--- src/rtl/sprite_anim_show_if.sv ---
// ROM read bus for sprite_anim_show.
//   master (renderer): drives rom_addr / rom_frame, receives rom_data.
//   slave  (ROM)     : receives rom_addr / rom_frame, drives rom_data.
//   rom_addr  ADDR_W   registered pixel address inside one frame
//   rom_frame FRAME_W  registered animation frame select
//   rom_data  6        bit 5 opaque, bits 4:0 palette index
interface sprite_anim_show_if #(
    parameter int ADDR_W  = 13,
    parameter int FRAME_W = 4
);
    logic [ADDR_W-1:0]  rom_addr;
    logic [FRAME_W-1:0] rom_frame;
    logic [5:0]         rom_data;

    modport master (output rom_addr, output rom_frame, input rom_data);
    modport slave  (input rom_addr, input rom_frame, output rom_data);
endinterface

--- src/rtl/sprite_anim_show.sv ---
// Animated sprite renderer for the VGA game layer.
// Maps the scan pixel to an address in an external multi-frame index ROM,
// steps animation frames on frame_tick, resolves the index through a 32x24
// writable palette and emits an RGB pixel with a valid flag, L = 2+ROM_LAT.
// Ports:
//   clk, rst                        pixel clock, synchronous active-high reset
//   current_pixel_x/y               scan position
//   sprite_valid, sprite_x/y        sprite enable and top-left corner
//   mirror                          horizontal flip
//   frame_tick, anim_restart        video-frame pulse, sequencer restart
//   anim_mode, static_frame         sequencer mode and static frame (sampled on restart)
//   rom (master)                    rom_addr / rom_frame out, rom_data in
//   pal_we, pal_addr, pal_data      palette write port
//   sprite_pixel, sprite_pixel_valid  registered RGB and opaque-hit flag
//   anim_frame, anim_done           current frame, one-shot finished
module sprite_anim_show #(
    parameter int SPR_W      = 88,
    parameter int SPR_H      = 84,
    parameter int NUM_FRAMES = 13,
    parameter int FRAME_W    = 4,
    parameter int ADDR_W     = 13,
    parameter int ROM_LAT    = 1,
    parameter int HOLD_TICKS = 4
) (
    input  logic                 clk,
    input  logic                 rst,
    input  logic [9:0]           current_pixel_x,
    input  logic [9:0]           current_pixel_y,
    input  logic                 sprite_valid,
    input  logic [9:0]           sprite_x,
    input  logic [9:0]           sprite_y,
    input  logic                 mirror,
    input  logic                 frame_tick,
    input  logic                 anim_restart,
    input  logic [1:0]           anim_mode,
    input  logic [FRAME_W-1:0]   static_frame,
    sprite_anim_show_if.master   rom,
    input  logic                 pal_we,
    input  logic [4:0]           pal_addr,
    input  logic [23:0]          pal_data,
    output logic [23:0]          sprite_pixel,
    output logic                 sprite_pixel_valid,
    output logic [FRAME_W-1:0]   anim_frame,
    output logic                 anim_done
);
    localparam int HOLD_W = (HOLD_TICKS > 1) ? $clog2(HOLD_TICKS) : 1;
    localparam logic [FRAME_W-1:0] LAST_FRAME = FRAME_W'(NUM_FRAMES - 1);
    localparam logic [HOLD_W-1:0]  HOLD_LAST  = HOLD_W'(HOLD_TICKS - 1);

    typedef enum logic [2:0] {
        S_STATIC, S_LOOP, S_ONESHOT, S_DONE, S_PP_UP, S_PP_DOWN
    } state_t;

    state_t               state_q, state_d;
    logic [FRAME_W-1:0]   frame_q, frame_d;
    logic [HOLD_W-1:0]    hold_q, hold_d;
    logic                 advance;

    logic [ADDR_W-1:0]    rom_addr_q, rom_addr_d;
    logic [FRAME_W-1:0]   rom_frame_q, rom_frame_d;
    logic                 hit_q, hit_d;
    logic [ROM_LAT-1:0]   hit_dly_q, hit_dly_d;
    logic [23:0]          pix_q, pix_d;
    logic                 pix_valid_q, pix_valid_d;
    logic [23:0]          pal_q [32];
    logic [23:0]          pal_d [32];

    logic [10:0]          px, py, sx, sy, x_hi, y_hi, row, col_raw, col;
    logic                 hit, opaque;
    logic [ADDR_W-1:0]    addr;

    // Hit test and address, all at 11 bits so sprite_x+SPR_W-1 cannot wrap.
    always_comb begin
        px      = {1'b0, current_pixel_x};
        py      = {1'b0, current_pixel_y};
        sx      = {1'b0, sprite_x};
        sy      = {1'b0, sprite_y};
        x_hi    = sx + 11'(SPR_W - 1);
        y_hi    = sy + 11'(SPR_H - 1);
        hit     = sprite_valid && (px >= sx) && (px <= x_hi) && (py >= sy) && (py <= y_hi);
        // ROM row 0 is the bottom line of the sprite.
        row     = y_hi - py;
        col_raw = px - sx;
        col     = mirror ? 11'(SPR_W - 1) - col_raw : col_raw;
        addr    = hit ? ADDR_W'(row) * ADDR_W'(SPR_W) + ADDR_W'(col) : '0;
    end

    // Animation sequencer; restart wins over a simultaneous tick.
    always_comb begin
        state_d = state_q;
        frame_d = frame_q;
        hold_d  = hold_q;
        advance = 1'b0;
        if (anim_restart) begin
            hold_d  = '0;
            frame_d = '0;
            unique case (anim_mode)
                2'b00: begin
                    state_d = S_STATIC;
                    frame_d = static_frame;
                end
                2'b01:   state_d = S_LOOP;
                2'b10:   state_d = S_ONESHOT;
                default: state_d = S_PP_UP;
            endcase
        end else if (frame_tick && state_q != S_STATIC) begin
            if (hold_q == HOLD_LAST) begin
                hold_d  = '0;
                advance = 1'b1;
            end else begin
                hold_d = hold_q + 1'b1;
            end
        end
        if (advance) begin
            case (state_q)
                S_LOOP: frame_d = (frame_q == LAST_FRAME) ? '0 : frame_q + 1'b1;
                S_ONESHOT: begin
                    if (frame_q == LAST_FRAME) state_d = S_DONE;
                    else                       frame_d = frame_q + 1'b1;
                end
                S_PP_UP: begin
                    // A single-frame ping-pong never moves.
                    if (NUM_FRAMES > 1) begin
                        frame_d = frame_q + 1'b1;
                        if (frame_q + 1'b1 == LAST_FRAME) state_d = S_PP_DOWN;
                    end
                end
                S_PP_DOWN: begin
                    frame_d = frame_q - 1'b1;
                    if (frame_q == FRAME_W'(1)) state_d = S_PP_UP;
                end
                default: ;
            endcase
        end
    end

    // Pixel pipeline: stage 1 registers, hit delayed to line up with rom_data.
    always_comb begin
        rom_addr_d  = addr;
        rom_frame_d = frame_q;
        hit_d       = hit;
        hit_dly_d   = hit_dly_q << 1;
        hit_dly_d[0] = hit_q;
        opaque      = hit_dly_q[ROM_LAT-1] && rom.rom_data[5];
        // Palette read sees the pre-write value when addressed in the write cycle.
        pix_d       = opaque ? pal_q[rom.rom_data[4:0]] : '0;
        pix_valid_d = opaque;
        pal_d       = pal_q;
        if (pal_we) pal_d[pal_addr] = pal_data;
    end

    always_ff @(posedge clk) begin
        if (rst) begin
            state_q     <= S_STATIC;
            frame_q     <= '0;
            hold_q      <= '0;
            rom_addr_q  <= '0;
            rom_frame_q <= '0;
            hit_q       <= 1'b0;
            hit_dly_q   <= '0;
            pix_q       <= '0;
            pix_valid_q <= 1'b0;
            pal_q       <= '{default: '0};
        end else begin
            state_q     <= state_d;
            frame_q     <= frame_d;
            hold_q      <= hold_d;
            rom_addr_q  <= rom_addr_d;
            rom_frame_q <= rom_frame_d;
            hit_q       <= hit_d;
            hit_dly_q   <= hit_dly_d;
            pix_q       <= pix_d;
            pix_valid_q <= pix_valid_d;
            pal_q       <= pal_d;
        end
    end

    assign rom.rom_addr       = rom_addr_q;
    assign rom.rom_frame      = rom_frame_q;
    assign sprite_pixel       = pix_q;
    assign sprite_pixel_valid = pix_valid_q;
    assign anim_frame         = frame_q;
    assign anim_done          = (state_q == S_DONE);
endmodule

--- src/flat_wrapper.sv ---
// flat-port wrapper written by rule: the top's interface ports become plain ports
module sprite_anim_show_flat 
#(
    parameter int SPR_W      = 88,
    parameter int SPR_H      = 84,
    parameter int NUM_FRAMES = 13,
    parameter int FRAME_W    = 4,
    parameter int ADDR_W     = 13,
    parameter int ROM_LAT    = 1,
    parameter int HOLD_TICKS = 4
)
  (clk, rst, current_pixel_x, current_pixel_y, sprite_valid, sprite_x, sprite_y, mirror, frame_tick, anim_restart, anim_mode, static_frame, pal_we, pal_addr, pal_data, sprite_pixel, sprite_pixel_valid, anim_frame, anim_done, rom_rom_addr, rom_rom_frame, rom_rom_data);
  sprite_anim_show_if #(.ADDR_W(ADDR_W), .FRAME_W(FRAME_W)) rom_i ();
  input  logic clk;
  input  logic rst;
  input  logic [9:0] current_pixel_x;
  input  logic [9:0] current_pixel_y;
  input  logic sprite_valid;
  input  logic [9:0] sprite_x;
  input  logic [9:0] sprite_y;
  input  logic mirror;
  input  logic frame_tick;
  input  logic anim_restart;
  input  logic [1:0] anim_mode;
  input  logic [FRAME_W-1:0] static_frame;
  input  logic pal_we;
  input  logic [4:0] pal_addr;
  input  logic [23:0] pal_data;
  output logic [23:0] sprite_pixel;
  output logic sprite_pixel_valid;
  output logic [FRAME_W-1:0] anim_frame;
  output logic anim_done;
  output wire logic [$bits(rom_i.rom_addr)-1:0] rom_rom_addr;
  output wire logic [$bits(rom_i.rom_frame)-1:0] rom_rom_frame;
  input wire logic [$bits(rom_i.rom_data)-1:0] rom_rom_data;
  assign rom_rom_addr = rom_i.rom_addr;
  assign rom_rom_frame = rom_i.rom_frame;
  assign rom_i.rom_data = rom_rom_data;
  sprite_anim_show #(.SPR_W(SPR_W), .SPR_H(SPR_H), .NUM_FRAMES(NUM_FRAMES), .FRAME_W(FRAME_W), .ADDR_W(ADDR_W), .ROM_LAT(ROM_LAT), .HOLD_TICKS(HOLD_TICKS)) u_core (.clk(clk), .rst(rst), .current_pixel_x(current_pixel_x), .current_pixel_y(current_pixel_y), .sprite_valid(sprite_valid), .sprite_x(sprite_x), .sprite_y(sprite_y), .mirror(mirror), .frame_tick(frame_tick), .anim_restart(anim_restart), .anim_mode(anim_mode), .static_frame(static_frame), .rom(rom_i), .pal_we(pal_we), .pal_addr(pal_addr), .pal_data(pal_data), .sprite_pixel(sprite_pixel), .sprite_pixel_valid(sprite_pixel_valid), .anim_frame(anim_frame), .anim_done(anim_done));
endmodule
--- config.mk ---
export PLATFORM = sky130hd
export DESIGN_NAME = sprite_anim_show_flat
export DESIGN_NICKNAME = d
export VERILOG_FILES = /design/src/rtl/sprite_anim_show_if.sv /design/src/rtl/sprite_anim_show.sv /design/src/flat_wrapper.sv
export SDC_FILE = /design/constraint.sdc
export NUM_CORES = 2
export LEC_CHECK = 0
export CELL_PAD_IN_SITES_DETAIL_PLACEMENT = 0
export CELL_PAD_IN_SITES_GLOBAL_PLACEMENT = 2
export CORE_MARGIN = 5
export CORE_UTILIZATION = 38
export CTS_CLUSTER_DIAMETER = 50
export DETAILED_ROUTE_END_ITERATION = 7
export GPL_TIMING_DRIVEN = 0
export PLACE_DENSITY = 0.91
export SLEW_MARGIN = 20
export SYNTH_ARGS = -nofsm -noshare
export SYNTH_HDL_FRONTEND = slang
export SYNTH_SLANG_ARGS = --single-unit
--- constraint.sdc ---
create_clock -name clk -period 8.5 [get_ports clk]
set_clock_uncertainty 0.1 [all_clocks]
set_input_delay 2.55 -clock clk [delete_from_list [all_inputs] [get_ports clk]]
set_output_delay 2.55 -clock clk [all_outputs]
set_load 0.03 [all_outputs]
=== After elaboration in Yosys (flattened, before gate mapping) ===
Cells that the tools add are included.

* Memories: 0
* Bits in writable memories: 0
* Input port bits: 88
* Bits in latches: 0
* Register bits after elaboration: 821
* Memory bits (read-only): 0

* Muxes and demuxes: 24
* Div/mod/pow operators: 0
* Reduce and logical (&&, ||, !) cells: 12
* Shifts and indexed selects: 0
* Add/subtract/negate cells: 9
* Bitwise gates (word level): 4
* Equal/unequal tests: 11
* Multiply operators: 1
* Order comparisons: 7

{| class="wikitable"
|+ Operators with widths
! cell !! count
|-
| bitwise mux 768 bit || 1
|-
| binary-select mux 24 bit (select 5 bit) || 1
|-
| demux 24 bit (select 5 bit) || 1
|-
| 2-to-1 mux 24 bit || 3
|-
| adder 10 x 7 -> 11 bit, second input constant || 2
|-
| less-or-equal comparator 10 x 11 -> 1 bit || 2
|-
| greater-or-equal comparator 10 bit || 2
|-
| 2-to-1 mux 4 bit || 5
|-
| one-hot mux 3 bit (3 select lines) || 2
|-
| one-hot mux 4 bit (4 select lines) || 1
|-
| 2-to-1 mux 3 bit || 5
|-
| adder 13 x 11 -> 13 bit || 1
|-
| greater-or-equal comparator 6 bit, second input constant || 2
|-
| NOT 5 -> 6 bit || 2
|-
| multiplier 11 x 4 -> 10 bit, second input constant || 1
|-
| 2-to-1 mux 11 bit || 1
|-
| subtractor 10 x 10 -> 11 bit || 1
|-
| subtractor 11 x 10 -> 11 bit || 1
|-
| subtractor 7 x 11 -> 11 bit, first input constant || 1
|-
| == test 4 bit, second input constant || 2
|-
| logical AND 1 bit || 7
|-
| == test 3 x 2 -> 1 bit, second input constant || 2
|-
| == test 3 bit, second input constant || 2
|-
| less-than comparator 6 x 1 -> 1 bit, second input constant || 1
|-
| other kinds (13) || 19
|}

=== Depth between registers and ports, before layout ===
* Depth after elaboration: 7
* Mapped depth: 26

=== Worst setup path after synthesis ===
Ideal clock, no wire load.

* Kind: input-to-reg
* From: in sprite_y[0]
* To: reg u_core.rom_addr_q[11], in the netlist u_core.rom.rom_addr[11]
* Stages: 24
* Arrival: 6,455 ps
* Library setup time: 128 ps
* Required time: 8,272 ps
* Buffers on the path: 0
* Slack: 1,817 ps
* Cell sequence: inv_1 ha_1 xnor2_1 ha_1 nand2_1 a21oi_1 nand2b_1 a21oi_1 xor2_1 inv_1 ha_1 inv_1 fa_1 inv_1 ha_1 nand2_1 o21ai_0 nor2_1 xnor2_1 ha_1 a21o_1 a31oi_1 xor2_1 nor2_1

* Cells in the longest elaborated chain, start to end: 5
* Elaborated cells between the ends (all ways): 10

{| class="wikitable"
|+ RTL lines
! item !! RTL line !! RTL
|-
| start: declaration || flat_wrapper.sv:20 || <nowiki>input logic [9:0] sprite_y;</nowiki>
|-
| branches (longest 5 deep; another with adder 13 x 11 -> 13 bit) || n/a ||
|-
| end signal: assignment || sprite_anim_show.sv:168 || <nowiki>rom_addr_q <= rom_addr_d;</nowiki>
|-
| end: declaration || sprite_anim_show.sv:59 || <nowiki>logic [ADDR_W-1:0] rom_addr_q, rom_addr_d;</nowiki>
|}

Several ways; the timed one is not identified.
A chain may end at the register's enable or synchronous reset.

=== Worst setup path after layout ===
* From: in sprite_y[0]
* To: reg u_core.rom_addr_q[12], in the netlist u_core.rom.rom_addr[12]

Same word-level chain as after synthesis.

==> run_results.csv <==
group,metric,value,unit
timing,rsz_0062_raised_after_global_routing,"no",
place,dp_hpwl,96300,um
global_routing,grt_max_degree,15,
power_and_ir_drop,power.density_cell_area,229,nW/um^2
setup_path,type_of_the_worst_setup_path,"in -> reg",
setup_path,crit-reg2reg-launch,"u_core.anim_frame[0]",
place,port-buffer-count,125,
layout,regArea,16400,sq um
clocking,cts_resized,0,
synthesis,synth-seq-area-share,0.446,
floorplanning,dieArea,103000,sq um
clocking,tritoncts,"yes",
setup_path,setup.worst_path.start_class,"input port",
clocking,cts-buffers-inserted,99,
layout,multiInputGateArea,18800,sq um
floorplanning,coreArea,96400,sq um
layout,area_delta_synth_final,17.1,%
flow_run,max_cap_violations,0,
clocking,cts.hold.buffers_added,0,
clocking,post_cts_setup_repair_buffer_count,0,
drt,route.detailed.vias_per_inst,5.22,
drt,final_antenna_net_count,0,
timing,setup-tns-final,0,ns
global_routing,grt.overflow.total,0,
setup_path,path_max_fanout,4,
drt,remaining_drc_errors,0,
synthesis,post_synth_inst_count,4325,
timing,timing.final.max_slew_violations,0,
place,gp_congestion,0.907,
synthesis,ys_dominant_reg_cell,"sky130_fd_sc_hd__dfxtp_1",
synthesis,syn-cell-area,36800,sq um
global_routing,grt_antenna_before_repair,1,
drt,drt-wirelength-per-cell,20.5,um
synthesis,mappedNetlistNets,4493,
setup_path,setup.reg_to_reg.worst_slack,5.85,ns
synthesis,synth_largest_area_cell,"sky130_fd_sc_hd__dfxtp_1",
global_routing,grt_pass1_wl,183000,um
timing,max_clock_freq,0.142,GHz
setup_path,worst_r2r_path_depth,10,
timing,layout_worst_path_cycle_share,0.829,
clocking,worst_skew_pair.late_latency,0.68,ns
clocking,clkSinkCount,821,
synthesis,ys_warn_count,0,
timing,fin_crit,7.05,ns
setup_path,arrival,7.45,ns
layout,fill_cells,9587,
clocking,cts.reportedPaths.clkPinSlew,0.06,ns
worst_hold_path,hold_path_depth,2,
setup_path,timing.critical_path.required,8.91,ns
synthesis,synth-seq-cells,821,
worst_hold_path,hold_start,"u_core.pal_q[228]",
clocking,clockRootBuffer,"sky130_fd_sc_hd__clkbuf_16",
worst_hold_path,hold_path_class,"reg -> reg",
synthesis,synth_area_leaders,"sky130_fd_sc_hd__dfxtp_1 45%, sky130_fd_sc_hd__nand2_1 16%, sky130_fd_sc_hd__mux4_2 15%, sky130_fd_sc_hd__a21oi_1 11%, sky130_fd_sc_hd__clkbuf_1 3.4%",
synthesis,post-synth-top-area-fraction,0.446,
layout,finalCoreUtilization,0.448,
floorplanning,fp.dieW,321,um
floorplanning,num_io_pins,135,
synthesis,synth_area_per_cell,8.52,sq um
synthesis,synth.lib_cells_used.distinct,60,
setup_path,r2r_end,"u_core.anim_frame[3]",
layout,mostFrequentLayoutCells,"1,603 x sky130_fd_sc_hd__nand2_1, 821 x sky130_fd_sc_hd__dfxtp_1, 799 x sky130_fd_sc_hd__a21oi_1",
setup_path,worst_setup_path_end_kind,"flop",
timing,max_slew_margin_vs_limit,0.157,
timing,setup_viol,0,
clocking,cts-htree-levels,3,
floorplanning,die_h,321,um
drt,num_vias,30900,
layout,layout-drive-gt1-share,0.0962,
timing,hold_viol_final,0,
synthesis,async_flop_share,0,
layout,layout.cells.most_common,"sky130_fd_sc_hd__nand2_1",
timing,transition_time_of_the_tightest_slew_check_pin,1.26,ns
power_and_ir_drop,static-leakage-power,14.2,nW
floorplanning,number_of_rows_created_at_floorplan,114,
global_routing,via_count_of_the_first_global_routing_pass,30100,
worst_hold_path,worstHoldEndpoint,"u_core.pal_q[228]",
global_routing,globalRouteTotalUtil,0.227,
drt,drt_iter0_markers,2317,
synthesis,synth_edf_count,0,
run_status,status,"completed",
clocking,cts-root-to-sink-buffers,3,
drt,drtPass1Iterations,6,
drt,drt-total-wl,121000,um
power_and_ir_drop,power.ir.vdd_worst,0.185,mV
layout,layout.nets,4720,
floorplanning,start_util,0.382,
sequential cells by signal, summed over array words and instances, names as in the netlist:
signal and cells:
u_core.pal_q 768, u_core.sprite_pixel 24, u_core.rom.rom_addr 13, u_core.anim_frame 4, u_core.rom.rom_frame 4, u_core.state_q 3, u_core.hold_q 2, u_core.hit_dly_d 1
u_core.hit_dly_q 1, u_core.sprite_pixel_valid 1
cell type report:
| class | instances | share of cell area |
|---|---|---|
| Antenna cell | 1 | 0.0000580 |
| Buffer | 361 | 0.0323 |
| Clock buffer | 141 | 0.0667 |
| Clock inverter | 46 | 0.0130 |
| Inverter | 72 | 0.00626 |
| Multi-Input combinational cell | 3071 | 0.435 |
| Sequential cell | 821 | 0.381 |
| Tap cell | 1276 | 0.0370 |
| Timing Repair Buffer | 126 | 0.0292 |
report_power, final:
part           internal (mW)  switching (mW)  total, mW
Sequential              3.88          0.0159       3.90
Combinational          0.655           0.914       1.57
Clock                   2.62            1.77       4.40
metal layers:
metal / part of all wire / track usage / vias up
li1: - / - / 15000
met1: 0.44 / 0.303 / 14800
met2: 0.47 / 0.378 / 887
met3: 0.072 / 0.0491 / 163
met4: 0.023 / 0.0574 / 0
met5: 0 / 0 / -
metrics by stage:
| step | hold WS [ns] | instances | area [sq um] | power (mW) | setup WS [ns] |
|---|---|---|---|---|---|
| after floorplan | 0.314 | 4325 | 36800 | 5.14 | 1.82 |
| after global placement | 0.338 | 5726 | 39700 | 5.52 | 0.801 |
| after detailed placement | 0.343 | 5727 | 39700 | 5.54 | 0.749 |
| after CTS | 0.351 | 5914 | 43100 | 9.93 | 1.42 |
| after global routing | 0.367 | 5914 | 43100 | 10.3 | 1.00 |
| final | 0.351 | 5915 | 43200 | 9.86 | 1.45 |
cell usage after synthesis (3+ instances only):
master and instances:
sky130_fd_sc_hd__xnor2_1 34, sky130_fd_sc_hd__or2_2 4, sky130_fd_sc_hd__a21oi_1 799, sky130_fd_sc_hd__a31oi_1 4, sky130_fd_sc_hd__nor3_1 14, sky130_fd_sc_hd__dfxtp_1 821
sky130_fd_sc_hd__nor2_1 104, sky130_fd_sc_hd__o41ai_1 3, sky130_fd_sc_hd__clkbuf_1 333, sky130_fd_sc_hd__o21a_1 6, sky130_fd_sc_hd__nor2b_1 13, sky130_fd_sc_hd__mux4_2 240
sky130_fd_sc_hd__and3_1 5, sky130_fd_sc_hd__nand2b_1 10, sky130_fd_sc_hd__mux2i_1 27, sky130_fd_sc_hd__and2_1 3, sky130_fd_sc_hd__o21bai_1 3, sky130_fd_sc_hd__o21ai_0 26
sky130_fd_sc_hd__buf_2 23, sky130_fd_sc_hd__nand3_1 13, sky130_fd_sc_hd__ha_1 71, sky130_fd_sc_hd__a211oi_1 7, sky130_fd_sc_hd__nand2_1 1603, sky130_fd_sc_hd__a21o_1 7
sky130_fd_sc_hd__fa_1 9, sky130_fd_sc_hd__nand3b_1 4, sky130_fd_sc_hd__nand4_1 4, sky130_fd_sc_hd__inv_1 72, sky130_fd_sc_hd__xor2_1 19, sky130_fd_sc_hd__buf_1 4
worst max-delay path: stages:
cell                              delay (ns)
sky130_fd_sc_hd__clkdlybuf4s50_1        0.52
sky130_fd_sc_hd__inv_1                  0.08
sky130_fd_sc_hd__ha_1                   0.22
sky130_fd_sc_hd__nor3_1                 0.24
sky130_fd_sc_hd__o21ai_0                0.26
sky130_fd_sc_hd__xnor2_1                0.19
sky130_fd_sc_hd__ha_1                   0.24
sky130_fd_sc_hd__nor3_1                 0.20
sky130_fd_sc_hd__nand2_1                0.07
sky130_fd_sc_hd__o22ai_1                0.28
sky130_fd_sc_hd__xor2_1                 0.33
sky130_fd_sc_hd__inv_1                  0.08
sky130_fd_sc_hd__ha_1                   0.28
sky130_fd_sc_hd__inv_1                  0.05
sky130_fd_sc_hd__fa_1                   0.50
sky130_fd_sc_hd__inv_1                  0.04
sky130_fd_sc_hd__ha_1                   0.22
sky130_fd_sc_hd__o41ai_1                0.44
sky130_fd_sc_hd__xor2_1                 0.20
sky130_fd_sc_hd__xnor3_1                0.24
sky130_fd_sc_hd__xor2_1                 0.16
sky130_fd_sc_hd__nor2_1                 0.06
cells by family (layout without fill, tap and decap cells):
family                     count (synthesis)  in the layout  synth area share
muxes                                    267            267             0.154
buffers and inverters                    433            746            0.0451
adders and majority gates                 80             80            0.0290
DFF                                      821            821             0.446
AOI/OAI and AO/OA                        879            879             0.124
and+or+nand+nor                         1790           1790             0.188
other                                      0              1                 0
xor gates and xnor gates                  55             55            0.0138
worst max path at each step:
| stage | startpoint | end | slack (ns) |
|---|---|---|---|
| finish | sprite_y[0] | u_core.rom.rom_addr[12] | 1.45 |
| global route | sprite_y[0] | u_core.rom.rom_addr[12] | 1.00 |
| CTS | sprite_y[0] | u_core.rom.rom_addr[12] | 1.42 |
| detailed placement | sprite_y[0] | u_core.rom.rom_addr[12] | 0.75 |
| global placement | sprite_y[0] | u_core.rom.rom_addr[12] | 0.80 |
| floorplan | sprite_y[0] | u_core.rom.rom_addr[11] | 1.82 |
Power figures use the tool's default switching activity.
